==> config.mk <==
export PLATFORM = sky130hd
export DESIGN_NAME = pw_input_conditioner
export DESIGN_NICKNAME = d
export VERILOG_FILES = /design/src/rtl/pw_pkg.sv /design/src/rtl/pw_debounce_cell.sv /design/src/rtl/pw_input_conditioner.sv
export SDC_FILE = /design/constraint.sdc
export NUM_CORES = 1
export LEC_CHECK = 0
export BUFFER_PORTS_ARGS = -buffer_cell sky130_fd_sc_hd__buf_2
export CAP_MARGIN = 20
export CORE_ASPECT_RATIO = 0.5
export CORE_MARGIN = 4
export CORE_UTILIZATION = 55
export DETAILED_ROUTE_END_ITERATION = 8
export PLACE_DENSITY = 0.72
export SLEW_MARGIN = 20
export SYNTH_ARGS = -nofsm -noshare
export SYNTH_HDL_FRONTEND = slang
export SYNTH_SLANG_ARGS = --single-unit
==> constraint.sdc <==
create_clock -name Clk -period 2.1 [get_ports Clk]
set_input_delay 0.42 -clock Clk [delete_from_list [all_inputs] [get_ports Clk]]
set_output_delay 0.42 -clock Clk [all_outputs]
set_load 0.005 [all_outputs]
==> src/rtl/pw_pkg.sv <==
`default_nettype none
// ============================================================================
//  Package   : pw_pkg
//  Purpose   : Shared constants and types for the password-check front end.
//  Revision  : 1.0  initial release
// ============================================================================
package pw_pkg;

   // Width of the code switch bank, also used by the password checker.
   localparam int SW_W          = 8;

   // Short debounce window used for simulation builds.
   localparam int DB_CYCLES_SIM = 4;
   localparam int CNT_W_SIM     = 3;

   // Button events. The encoding doubles as the priority rank:
   // a larger code wins arbitration (Res > Lock > Confirm).
   typedef enum logic [1:0] {
      EV_NONE    = 2'd0,
      EV_CONFIRM = 2'd1,
      EV_LOCK    = 2'd2,
      EV_RES     = 2'd3
   } pw_event_e;

   // Pick the single highest-priority button event of this cycle.
   // Losers are simply not returned, i.e. they are dropped.
   function automatic pw_event_e pw_arbitrate(input logic i_res,
                                              input logic i_lock,
                                              input logic i_cfm);
      pw_event_e w_ev;
      w_ev = EV_NONE;
      if (i_res) begin
         w_ev = EV_RES;
      end else if (i_lock) begin
         w_ev = EV_LOCK;
      end else if (i_cfm) begin
         w_ev = EV_CONFIRM;
      end
      return w_ev;
   endfunction

endpackage
`default_nettype wire

==> src/rtl/pw_debounce_cell.sv <==
`default_nettype none
// ============================================================================
//  Module    : pw_debounce_cell
//  Purpose   : Two-flop synchroniser plus counter-based debouncer for a
//              W-bit channel. A new vector is accepted only after it has been
//              seen unchanged for DB_CYCLES consecutive cycles.
//  Revision  : 1.0  initial release
// ============================================================================
module pw_debounce_cell #(
   parameter int W         = 1,
   parameter int DB_CYCLES = 4,
   parameter int CNT_W     = 3
) (
   input  logic         i_clk,
   input  logic         i_rst_n,
   input  logic [W-1:0] i_raw,
   output logic [W-1:0] o_stable
);
   import pw_pkg::*;

   localparam logic [CNT_W-1:0] c_limit = CNT_W'(DB_CYCLES - 1);
   localparam logic [CNT_W-1:0] c_one   = CNT_W'(1);

   // Reject parameter sets where the counter could not reach the limit.
   if ((DB_CYCLES < 2) || ((2 ** CNT_W) <= DB_CYCLES)) begin : g_param_check
      $error("pw_debounce_cell: need DB_CYCLES >= 2 and 2**CNT_W > DB_CYCLES");
   end

   logic [W-1:0]     r_s1;
   logic [W-1:0]     r_s2;
   logic [W-1:0]     r_cand;
   logic [W-1:0]     r_stable;
   logic [CNT_W-1:0] r_cnt;

   // Two-stage synchroniser for the asynchronous raw input.
   always_ff @(posedge i_clk or negedge i_rst_n) begin
      if (!i_rst_n) begin
         r_s1 <= '0;
         r_s2 <= '0;
      end else begin
         r_s1 <= i_raw;
         r_s2 <= r_s1;
      end
   end

   // Debounce: count consecutive cycles the same new vector is seen.
   // r_cand holds the vector being timed; any differing bit restarts the
   // run with the current cycle counted as its first, so the whole vector
   // is accepted atomically and never a mix of old and new bits.
   always_ff @(posedge i_clk or negedge i_rst_n) begin
      if (!i_rst_n) begin
         r_cand   <= '0;
         r_stable <= '0;
         r_cnt    <= '0;
      end else if (r_s2 == r_stable) begin
         r_cand <= r_s2;
         r_cnt  <= '0;
      end else if (r_s2 != r_cand) begin
         r_cand <= r_s2;
         r_cnt  <= c_one;
      end else if (r_cnt == c_limit) begin
         r_stable <= r_s2;
         r_cnt    <= '0;
      end else begin
         r_cnt <= r_cnt + c_one;
      end
   end

   assign o_stable = r_stable;

endmodule
`default_nettype wire

==> src/rtl/pw_input_conditioner.sv <==
`default_nettype none
// ============================================================================
//  Module    : pw_input_conditioner
//  Purpose   : Front end of the password checker. Synchronises and debounces
//              the code switches, enable switch and three push-buttons, turns
//              button presses into arbitrated single-cycle pulses and
//              publishes the switch bank as one atomically updated code.
//  Revision  : 1.0  initial release
// ============================================================================
module pw_input_conditioner #(
   parameter int SW_W      = pw_pkg::SW_W,
   parameter int DB_CYCLES = 1000000,
   parameter int CNT_W     = 20
) (
   input  logic            Clk,
   input  logic            Rst_n,
   input  logic [SW_W-1:0] sw_raw,
   input  logic            en_raw,
   input  logic            btn_cfm,
   input  logic            btn_lock,
   input  logic            btn_res,
   output logic [SW_W-1:0] in_8,
   output logic            En,
   output logic            sw_chg,
   output logic            Confirm,
   output logic            Lock,
   output logic            Res
);
   import pw_pkg::*;

   // Single-bit channels packed as {res, lock, cfm, en}.
   localparam int c_n_bits = 4;
   localparam int c_en     = 0;
   localparam int c_cfm    = 1;
   localparam int c_lock   = 2;
   localparam int c_res    = 3;

   logic [c_n_bits-1:0] w_bit_raw;
   logic [c_n_bits-1:0] w_bit_stable;
   logic [SW_W-1:0]     w_sw_stable;

   logic                r_cfm_q;
   logic                r_lock_q;
   logic                r_res_q;
   logic                w_cfm_rise;
   logic                w_lock_rise;
   logic                w_res_rise;
   pw_event_e           w_grant;

   logic [SW_W-1:0]     r_in_8;
   logic                r_en;
   logic                r_sw_chg;
   logic                r_confirm;
   logic                r_lock;
   logic                r_res;

   assign w_bit_raw = {btn_res, btn_lock, btn_cfm, en_raw};

   // The whole switch bank is one channel so it changes as a unit.
   pw_debounce_cell #(
      .W         (SW_W),
      .DB_CYCLES (DB_CYCLES),
      .CNT_W     (CNT_W)
   ) u_sw_cell (
      .i_clk    (Clk),
      .i_rst_n  (Rst_n),
      .i_raw    (sw_raw),
      .o_stable (w_sw_stable)
   );

   for (genvar g = 0; g < c_n_bits; g++) begin : g_bit_cell
      pw_debounce_cell #(
         .W         (1),
         .DB_CYCLES (DB_CYCLES),
         .CNT_W     (CNT_W)
      ) u_cell (
         .i_clk    (Clk),
         .i_rst_n  (Rst_n),
         .i_raw    (w_bit_raw[g]),
         .o_stable (w_bit_stable[g])
      );
   end

   // Rising-edge detection on the debounced buttons and priority arbitration.
   always_comb begin
      w_cfm_rise  = w_bit_stable[c_cfm]  & ~r_cfm_q;
      w_lock_rise = w_bit_stable[c_lock] & ~r_lock_q;
      w_res_rise  = w_bit_stable[c_res]  & ~r_res_q;
      w_grant     = pw_arbitrate(w_res_rise, w_lock_rise, w_cfm_rise);
   end

   // Output registers; sw_chg compares against the code currently published.
   always_ff @(posedge Clk or negedge Rst_n) begin
      if (!Rst_n) begin
         r_cfm_q   <= 1'b0;
         r_lock_q  <= 1'b0;
         r_res_q   <= 1'b0;
         r_in_8    <= '0;
         r_en      <= 1'b0;
         r_sw_chg  <= 1'b0;
         r_confirm <= 1'b0;
         r_lock    <= 1'b0;
         r_res     <= 1'b0;
      end else begin
         r_cfm_q   <= w_bit_stable[c_cfm];
         r_lock_q  <= w_bit_stable[c_lock];
         r_res_q   <= w_bit_stable[c_res];
         r_in_8    <= w_sw_stable;
         r_en      <= w_bit_stable[c_en];
         r_sw_chg  <= (w_sw_stable != r_in_8);
         r_confirm <= (w_grant == EV_CONFIRM);
         r_lock    <= (w_grant == EV_LOCK);
         r_res     <= (w_grant == EV_RES);
      end
   end

   assign in_8    = r_in_8;
   assign En      = r_en;
   assign sw_chg  = r_sw_chg;
   assign Confirm = r_confirm;
   assign Lock    = r_lock;
   assign Res     = r_res;

endmodule
`default_nettype wire
==> results_dict.tcl <==
set metrics [dict create \
    antenna_found_initial 0 \
    pin_count 27 \
    vdd_drop_max_v 0.000512 \
    hold_class "in -> reg" \
    fin_skew_ps 9.53 \
    cts_resized 0 \
    grt.overflow.total 0 \
    hold_violations 0 \
    setup_viol 0 \
    critical_path_class "reg -> reg" \
    period_needed_ps 1920 \
    grt_pass1_vias 4544 \
    final_util_pct 63.8 \
    worstPathRequired_ps 2390 \
    die_w_um 170 \
    clk_pin_slew_ps 60 \
    grt_max_degree 53 \
    vias 4499 \
    dp_slack_ps 215 \
    cts.htree.levels 4 \
    hold-worst-slack_ps 117 \
    wl_met2_um 5410 \
    fmax_mhz 520 \
    grt_use_total_pct 17.0 \
    routed.top_layer "met4" \
    p_seq_share_pct 51.0 \
    rsz0062_at_grt "false" \
    antenna_cells 0 \
    fin_crit_sh_pct 91.5 \
    synth_edf_count 0 \
    postCtsHoldBufs 1 \
    syn_to_final_growth_pct 12.7 \
    yosys_warnings 0 \
    wirelength_um 11500 \
    rows 29 \
    tightest_slew_ps 590 \
    synth.distinct_cells 54 \
    place_congestion 0.762 \
    p_comb_share_pct 2.8 \
    cts_buffers 17 \
    drive_gt1_share_pct 14.4 \
    synth_commonest_cells "dfrtp_1 (164), nor2_1 (105), xor2_1 (74)" \
    setup.worst_path.end_class "flip-flop" \
    setup_tns_ps 0 \
    core_um2 12700 \
    portBuffers 26 \
    dp_hpwl_um 7820 \
    clockPowerShare_pct 46.2 \
    synthArstFlopShare_pct 100 \
    power.share.switching_pct 21.4 \
    root_buffer "clkbuf_16" \
    post_cts_buffers 0 \
    clock_latency_ps 410 \
    wl_met1_um 5840 \
    dr.pass1.iters 4 \
    drv_slew 0 \
    grt_pass1_wl_um 20900 \
    ant_nets 0 \
    outcome "complete, no violations" \
    relSlewSlack_pct 60.3 \
    worstPathMaxFanout 8 \
    clkSinkCount 164 \
    drt_iter0_markers 307 \
    cts_tree "yes" \
    internal-power_mw 5.00 \
    die_y_um 89.0 \
    wl_met3_um 254 \
    drt_drc_violations_left 0 \
    ys_top_cells_by_area "dfrtp_1 (57%), xor2_1 (9.0%), nor2_1 (5.5%)" \
    synth_seq_cells 164 \
    routed_via_density 5.21 \
    leakage_nw 3.67 \
    setup_ws_ps 179 \
    yosysTopAreaCell "dfrtp_1" \
    synth_cells 649 \
    ys_seq_area_share_pct 56.9 \
    clockBufferDepth 2 \
    wl_per_cell_um 13.4 \
    netlist.area_leader.share_pct 56.9 \
    syn_nets 668 \
    drv_cap 0 \
    nets 701 \
    p_sw_mw 1.36 \
    start_kind "flip-flop" \
    synth_area_per_cell_um2 11.1 \
    yosysMostFrequentCell "dfrtp_1" \
    worst-endpoint-arrival_ps 2210 \
    start_util_pct 56.6 \
    synthFlopType "dfrtp_1" \
    die_area_um2 15100 \
    powerDensity_nw_per_um2 782 \
    syn_area_um2 7210 \
]
registers in the layout (all words and copies together) (netlist names):
name and flops:
u_sw_cell.r_cnt 20, sw_chg 1, u_sw_cell.r_s2 8, r_cfm_q 1, g_bit_cell.u_cell.o_stable 4, Res 1
u_sw_cell.r_cand 8, g_bit_cell.u_cell.r_cand 4, g_bit_cell.u_cell.r_s1 4, Confirm 1, r_lock_q 1, Lock 1
u_sw_cell.o_stable 8, in_8 8, u_sw_cell.r_s1 8, g_bit_cell.u_cell.r_s2 4, g_bit_cell.u_cell.r_cnt 80, En 1
r_res_q 1
power groups by stage:
stage,Combinational (mW),Sequential (mW),Clock (mW)
after floorplan,0.0873,3.29,0
after global placement,0.181,3.30,0
after detailed placement,0.184,3.30,0
after CTS,0.186,3.24,3.01
after global routing,0.209,3.25,3.18
final,0.178,3.24,2.94
cells by family after synthesis:
family | count (synthesis) | share of synthesized area [%]
AND/OR/NAND/NOR | 286 | 21.1
flip-flops | 164 | 56.9
XOR/XNOR | 114 | 13.8
buffers and inverters | 41 | 2.77
AO/OA/AOI/OAI | 29 | 2.86
multiplexers | 10 | 1.70
adder cells (fa/ha/maj) | 5 | 0.867
metrics by stage:
stage / instances / power [mW] / cell area (µm²)
finish: 864 / 6.36 / 8130
global route: 864 / 6.63 / 8130
CTS: 864 / 6.43 / 8130
detailed placement: 832 / 3.48 / 7550
global placement: 832 / 3.48 / 7550
floorplan: 649 / 3.38 / 7210
worst paths after layout:
kind	cells past startpoint	from	slack, ps	end
max reg2reg	5	u_sw_cell.r_s2[2]	180	u_sw_cell.o_stable[0]
min	1	btn_res	120	g_bit_cell[3].u_cell.r_s1
max	5	u_sw_cell.r_s2[2]	180	u_sw_cell.o_stable[0]
max in group asynchronous	3	Rst_n	900	g_bit_cell[0].u_cell.r_cnt[19]
min in group asynchronous	2	Rst_n	490	u_sw_cell.r_cnt[13]
min reg2reg	0	g_bit_cell[2].u_cell.r_s1	350	g_bit_cell[2].u_cell.r_s2
routing by layer:
metal	up-vias	track usage, %
met3	4	4.15
met2	35	27.2
met5	-	0
met4	0	5.58
li1	2239	-
met1	2221	23.3
cell usage in the layout (no fill, tap or decap), types with 5 or more instances in the layout:
| cell type | count |
|---|---|
| a21oi_1 | 5 |
| nand2b_1 | 5 |
| inv_1 | 16 |
| and3_1 | 19 |
| ha_1 | 5 |
| nor3_1 | 5 |
| and4_1 | 8 |
| buf_4 | 9 |
| o21ai_0 | 6 |
| nor2_1 | 105 |
| nand4_1 | 24 |
| clkbuf_16 | 17 |
| xor2_1 | 74 |
| nor4b_1 | 5 |
| mux2_2 | 6 |
| nand2_1 | 34 |
| xnor2_1 | 40 |
| o22ai_1 | 5 |
| buf_2 | 25 |
| nor2_2 | 5 |
| dfrtp_1 | 164 |
| nor4_1 | 10 |
| nand3_1 | 37 |
worst max-delay path: stages, from the launching register on:
cell and delay (ps):
dfrtp_1 420, xor2_1 180, nor4_1 490, a211oi_2 200, nand2_4 170, mux2_2 350
area by class of cell:
type	count	area, µm²
Fill cell	950	4600
Sequential cell	164	4100
Multi-Input combinational cell	444	2910
Inverter	16	60.1
Clock inverter	10	100
Tap cell	170	213
Clock buffer	21	470
Timing Repair Buffer	39	274
(Power assumes the default switching activity.)
